==> config.mk <==
export PLATFORM = sky130hd
export DESIGN_NAME = cyc_bus_handshake
export DESIGN_NICKNAME = d
export VERILOG_FILES = /design/src/rtl/cyc_bus_handshake.sv
export SDC_FILE = /design/constraint.sdc
export NUM_CORES = 1
export LEC_CHECK = 0
export CAP_MARGIN = 20
export CORE_ASPECT_RATIO = 1.2
export CORE_MARGIN = 3
export CORE_UTILIZATION = 44
export DETAILED_ROUTE_END_ITERATION = 10
export DONT_BUFFER_PORTS = 1
export GPL_TIMING_DRIVEN = 0
export HOLD_SLACK_MARGIN = 0.06
export SETUP_SLACK_MARGIN = 0.1
export SLEW_MARGIN = 20
export SYNTH_ARGS = -nofsm -noshare
export SYNTH_HDL_FRONTEND = slang
export SYNTH_SLANG_ARGS = --single-unit
==> constraint.sdc <==
create_clock -name sysclk -period 4.6 [get_ports sysclk]
set_input_delay 1.15 -clock sysclk [delete_from_list [all_inputs] [get_ports sysclk]]
set_output_delay 1.15 -clock sysclk [all_outputs]
set_load 0.1 [all_outputs]
==> src/rtl/cyc_bus_handshake.sv <==
// cyc_bus_handshake: drives MREQ_n, IORQ_n or LSHADOW for one access and
// returns RT_n when the bus access or the shadow access completes.
// All strobes stay held until cycle control terminates the cycle with TERM_n.
// Ports:
//   sysclk, sys_rst   - clock, synchronous active-high reset
//   START, IO, SHADOW - one-cycle access start and access type (SHADOW overrides IO)
//   BUS_RDY           - bus-side ready, used only while requesting
//   TERM_n            - cycle termination from cycle control, honoured only in DONE
//   MREQ_n, IORQ_n    - memory / IO request strobes (active low)
//   LSHADOW           - shadow access in progress
//   RT_n              - ready/transfer complete (active low)
//   BUSY              - access in progress
//   TMO               - sticky timeout flag
module cyc_bus_handshake #(
    parameter int unsigned TIMEOUT_CYCLES = 255,
    parameter int unsigned SHADOW_WAIT    = 2
) (
    input  logic sysclk,
    input  logic sys_rst,
    input  logic START,
    input  logic IO,
    input  logic SHADOW,
    input  logic BUS_RDY,
    input  logic TERM_n,
    output logic MREQ_n,
    output logic IORQ_n,
    output logic LSHADOW,
    output logic RT_n,
    output logic BUSY,
    output logic TMO
);

    localparam int unsigned CNT_W    = 8;
    localparam logic [CNT_W-1:0] CNT_MAX  = {CNT_W{1'b1}};
    localparam logic [CNT_W-1:0] SHD_LAST = CNT_W'(SHADOW_WAIT - 1);
    localparam logic [CNT_W-1:0] TMO_LAST = CNT_W'(TIMEOUT_CYCLES - 1);

    typedef enum logic [1:0] {
        S_IDLE = 2'd0,
        S_REQ  = 2'd1,
        S_WAIT = 2'd2,
        S_DONE = 2'd3
    } state_t;

    state_t           r_state;
    logic             r_io_q;
    logic             r_shd_q;
    logic [CNT_W-1:0] r_cnt;

    logic             w_cnt_inc_en;
    logic [CNT_W-1:0] w_cnt_inc;
    logic             w_complete;
    logic             w_timeout;

    // Saturating increment of the request-cycle counter
    assign w_cnt_inc_en = (r_cnt != CNT_MAX);
    assign w_cnt_inc    = w_cnt_inc_en ? (r_cnt + CNT_W'(1)) : r_cnt;

    // Shadow accesses complete on a fixed count; bus accesses on BUS_RDY
    assign w_complete = r_shd_q ? (r_cnt == SHD_LAST) : BUS_RDY;
    assign w_timeout  = (r_cnt == TMO_LAST);

    // Access sequencer with registered strobe/handshake outputs
    always_ff @(posedge sysclk) begin
        if (sys_rst) begin
            r_state <= S_IDLE;
            r_io_q  <= 1'b0;
            r_shd_q <= 1'b0;
            r_cnt   <= '0;
            MREQ_n  <= 1'b1;
            IORQ_n  <= 1'b1;
            LSHADOW <= 1'b0;
            RT_n    <= 1'b1;
            BUSY    <= 1'b0;
            TMO     <= 1'b0;
        end else begin
            case (r_state)
                S_IDLE: begin
                    if (START) begin
                        r_state <= S_REQ;
                        r_io_q  <= IO;
                        r_shd_q <= SHADOW;
                        r_cnt   <= '0;
                        TMO     <= 1'b0;
                        MREQ_n  <= SHADOW | IO;
                        IORQ_n  <= SHADOW | ~IO;
                        LSHADOW <= SHADOW;
                        RT_n    <= 1'b1;
                        BUSY    <= 1'b1;
                    end
                end
                S_REQ, S_WAIT: begin
                    r_cnt   <= w_cnt_inc;
                    MREQ_n  <= r_shd_q | r_io_q;
                    IORQ_n  <= r_shd_q | ~r_io_q;
                    LSHADOW <= r_shd_q;
                    BUSY    <= 1'b1;
                    // Completion takes priority over a coincident timeout
                    if (w_complete) begin
                        r_state <= S_DONE;
                        RT_n    <= 1'b0;
                    end else if (w_timeout) begin
                        r_state <= S_DONE;
                        RT_n    <= 1'b0;
                        TMO     <= 1'b1;
                    end else begin
                        r_state <= S_WAIT;
                    end
                end
                S_DONE: begin
                    if (!TERM_n) begin
                        r_state <= S_IDLE;
                        MREQ_n  <= 1'b1;
                        IORQ_n  <= 1'b1;
                        LSHADOW <= 1'b0;
                        RT_n    <= 1'b1;
                        BUSY    <= 1'b0;
                    end
                end
                default: begin
                    r_state <= S_IDLE;
                end
            endcase
        end
    end

endmodule
Word-level counts from Yosys, hierarchy flattened
Cells that the tools add are included.
- output and inout bits: 6
- register bits: 18
- reduce and logical (&&, ||, !) cells: 8
- mux-type cells: 26
- equal/unequal tests: 12
- $add $sub $neg: 1
- bitwise logic cells: 6
- operators with widths (kind ; count):
    $mux W8 ; 2
    $pmux W8 S2 ; 1
    $pmux W1 S3 ; 5
    $mux W1 ; 14
    $ne A2 B2 Y1 const B ; 5
    $add A8 B1 Y8 const B ; 1
    $eq A8 B1 Y1 const B ; 1
    $eq A8 B8 Y1 const B ; 1
    $ne A8 B8 Y1 const B ; 1
    $pmux W2 S3 ; 1
    $reduce_and A3 Y1 ; 2
    $eq A2 B2 Y1 const B ; 2
    $mux W2 ; 2
    $or A1 B1 Y1 ; 4
    $reduce_and A2 Y1 ; 2
    $reduce_and A4 Y1 ; 1
    $ne A3 B3 Y1 const B ; 1
    $eq A2 B1 Y1 const B ; 1
    $logic_not A2 Y1 ; 1
    $not A1 Y1 ; 2
    $pmux W1 S2 ; 1
    $reduce_bool A2 Y1 ; 1
    $reduce_or A2 Y1 ; 1

Longest topological paths before layout
- word-level depth: 4
- mapped depth: 7
- mapped depth without buffers: 6

Worst setup path before layout
Ideal clock, no wire load.
- kind: input-to-reg
- start: input START
- end: register r_cnt[7]
- required time: 4530 ps
- buffers on the path: 0
- stages on the path: 4
- arrival: 2369 ps
- setup time: 70 ps
- slack: 2161 ps
- cell sequence: mux2_4 or4b_4 or4_1 a21oi_1
- longest elaborated chain between the ends: 2
- ends and longest elaborated chain (element ; RTL line ; text):
    start: declaration ; 20 ; input logic START,
    $ne A2 B2 Y1 (no source line) ; - ;
    $reduce_and A3 Y1 (no source line) ; - ;
    end signal: assignment ; 93 ; r_cnt <= w_cnt_inc;
    end: declaration ; 48 ; logic [CNT_W-1:0] r_cnt;
No other way between the ends.
A chain may end at the register's enable or synchronous reset.

Worst setup path in the final report
- start: register RT_n
- end: output RT_n
- RTL lines (element ; RTL line ; text):
    start: declaration ; 28 ; output logic RT_n,
    start signal: assignment ; 73 ; RT_n <= 1'b1;
    start signal: assignment ; 88 ; RT_n <= 1'b1;
    start signal: assignment ; 101 ; RT_n <= 1'b0;
No word-level cell between the ends.

==> run metrics <==
outcome=completed; # Max-Cap Violations=0; Slew headroom=35.4%; Seq/Total Area, Yosys=36.5%; LEAKAGE=0.369 nW; Setup Skew=0.00950 ns; post-route ant nets=0; WHS=between 0.4 and 0.5 ns; Post-Syn Instances=119; largest net degree at the start of global routing=11; synthesized area=988 sq um; crit path DAT=between 1 and 1.5 ns; Post-Route Setup TNS=0 ns; die span in x=49.3 microns; initial core utilization=roughly 47%; Final Hold Fails=0; Remaining Overflow, GRT=0; later-pin clock latency in the skew report=approximately 0.28 ns; Clk Tree Root Cell=clkbuf_4; CTS sink count=18; DRT Pass-1 Iters=4; Clock Tree Buf Depth=2; Post-Synth Simple-Gate Area=25.2%; Power Dens Cells=694 mW/mm^2; fillers=around 230; final setup vio count=0; io pins=13; Syn Area/Cell=8.31 sq um; Die Y-Extent=57.9 microns; final core utilization=between 50% and 60%; Final #Nets=137; CP Class=flip-flop to primary output; vias in the first global route=between 800 and 900; port bufs=0; Seq cells post-synth=18; first-pass GRT wire length=3490 microns; worst hold path class=flip-flop to flip-flop; Net Count, Synth=132; RSZ-0062 raised after global routing=no; Adder-Cell Fraction of Synth Area=7.59%; synthesis-to-finish area growth=6.08%; Final min period=roughly 2.4 ns; Slew Viols, Final=0; drt wl/cell=13.5 microns; crit-path max FO=2; Via density=5.72; XOR/XNOR share of the synthesized area=0%; ys async rst share=0%; H-tree depth=1; die area=0.00285 sq mm; Compound-Gate Fraction of Synth Area=22.7%; GRT Overall Usage=between 10% and 20%; Clk pin slew, worst setup/hold paths=about 0.10 ns; ANT cells=0; fraction of synthesized area in multiplexers=3.54%; CP Launch Type=flip-flop; most common cell after layout, fill and taps aside=dfxtp_1; Core Footprint=0.00209 sq mm; fmax=0.415 GHz; Main synth FF type=dfxtp_1; Peak VDD IR=388 uV; initial DRC count=16; WL final=2050 microns; Via Count=870; Post-synth EDFFs=0; Post-CTS Setup Inserts=0; Core Rows=18; number of CTS-inserted buffers=3; share of cells above drive strength 1=under 10%; Syn. warnings=0; Worst Max-Slew Pin Slew=about 0.97 ns; commonest cells after routing, fill and taps aside=18 x dfxtp_1, 12 x a21oi_1, 11 x nand2_1, 10 x nor2_1, 7 x inv_1; CTS Hold Bufs=0; CTS tree=done; dpl hpwl=1610 microns; GPL Wtd Cong=0.847; Post-route DRC=0; fin crit share=between 50% and 60%; Setup crit end kind=primary output; Critical Path RT=3.45 ns; initial antenna violation count=0; Synth cell types=32; Resize count post-CTS=0; largest family of logic cells by synthesized area=simple AND/OR/NAND/NOR gates
## cell usage after synthesis (all sizes together) (3+ instances only)
cell	number	area, sq um
nand2	11	41.3
nor3	4	20.0
clkbuf	5	18.8
dfxtp	18	360
or4	4	30.0
o21ai	3	15.0
nand3	6	30.0
nor2b	4	25.0
inv	7	26.3
nor2	10	37.5
o31ai	5	37.5
a21oi	12	60.1
ha	6	75.1
## logic make-up (layout without fill, tap and decap cells)
logic type	count (synthesis)	count (layout)
and+or+nand+nor	47	47
AOI/OAI and AO/OA	33	33
DFF	18	18
buffers and inverters	12	15
adders and majority gates	6	6
muxes	3	3
## metal layers
| metal | share of wire (%) | global-route usage [%] | vias up | wire length (microns) |
|---|---|---|---|---|
| li1 | - | - | 443 | - |
| met1 | 40 | 15.8 | 415 | 829 |
| met2 | 55 | 29.7 | 8 | 1120 |
| met3 | 3.0 | 3.86 | 4 | 62 |
| met4 | 1.6 | 8.13 | 0 | 32 |
| met5 | 0 | 0 | - | 0 |
## path summary, 6_finish.rpt
check	from	cells past startpoint	slack [ns]	endpoint
worst max-delay path	RT_n$_SDFFE_PP1P_	0	2.19	RT_n
worst min-delay path	r_io_q$_SDFFE_PP0P_	2	0.48	r_io_q$_SDFFE_PP0P_
worst max register to register	r_state[0]$_SDFFE_PP0P_	6	2.39	r_cnt[7]$_SDFFE_PP0P_
worst min register to register	r_io_q$_SDFFE_PP0P_	2	0.48	r_io_q$_SDFFE_PP0P_
## power breakdown
| part | total, mW | internal [mW] | switching [mW] |
|---|---|---|---|
| sequential | 0.380 | 0.194 | 0.185 |
| combinational | 0.273 | 0.123 | 0.150 |
| clock | 0.0755 | 0.0303 | 0.0452 |
| total | 0.728 | 0.347 | 0.381 |
## registers in the layout, summed over array words and instances, names as in the netlist
register  cells
BUSY          1
IORQ_n        1
LSHADOW       1
MREQ_n        1
RT_n          1
TMO           1
r_cnt         8
r_io_q        1
r_shd_q       1
r_state       2
## metrics by stage
step | power [mW] | instance area (sq um) | instances | setup WS, ns
6_report | 0.728 | 1050 | 152 | 2.19
5_1_grt | 0.778 | 1050 | 152 | 2.15
4_1_cts | 0.737 | 1050 | 152 | 2.18
3_5_place_dp | 0.660 | 1030 | 149 | 2.09
3_3_place_gp | 0.651 | 1030 | 149 | 2.12
2_1_floorplan | 0.600 | 988 | 119 | 2.16
## layout make-up
cell class	instances	area, sq um	share of cell area, %
Clock buffer	3	22.5	2.15
Sequential cell	18	360	34.4
Buffer	5	18.8	1.79
Multi-Input combinational cell	89	583	55.6
Inverter	7	26.3	2.51
Tap cell	30	37.5	3.58
Power figures use the tool's default switching activity.
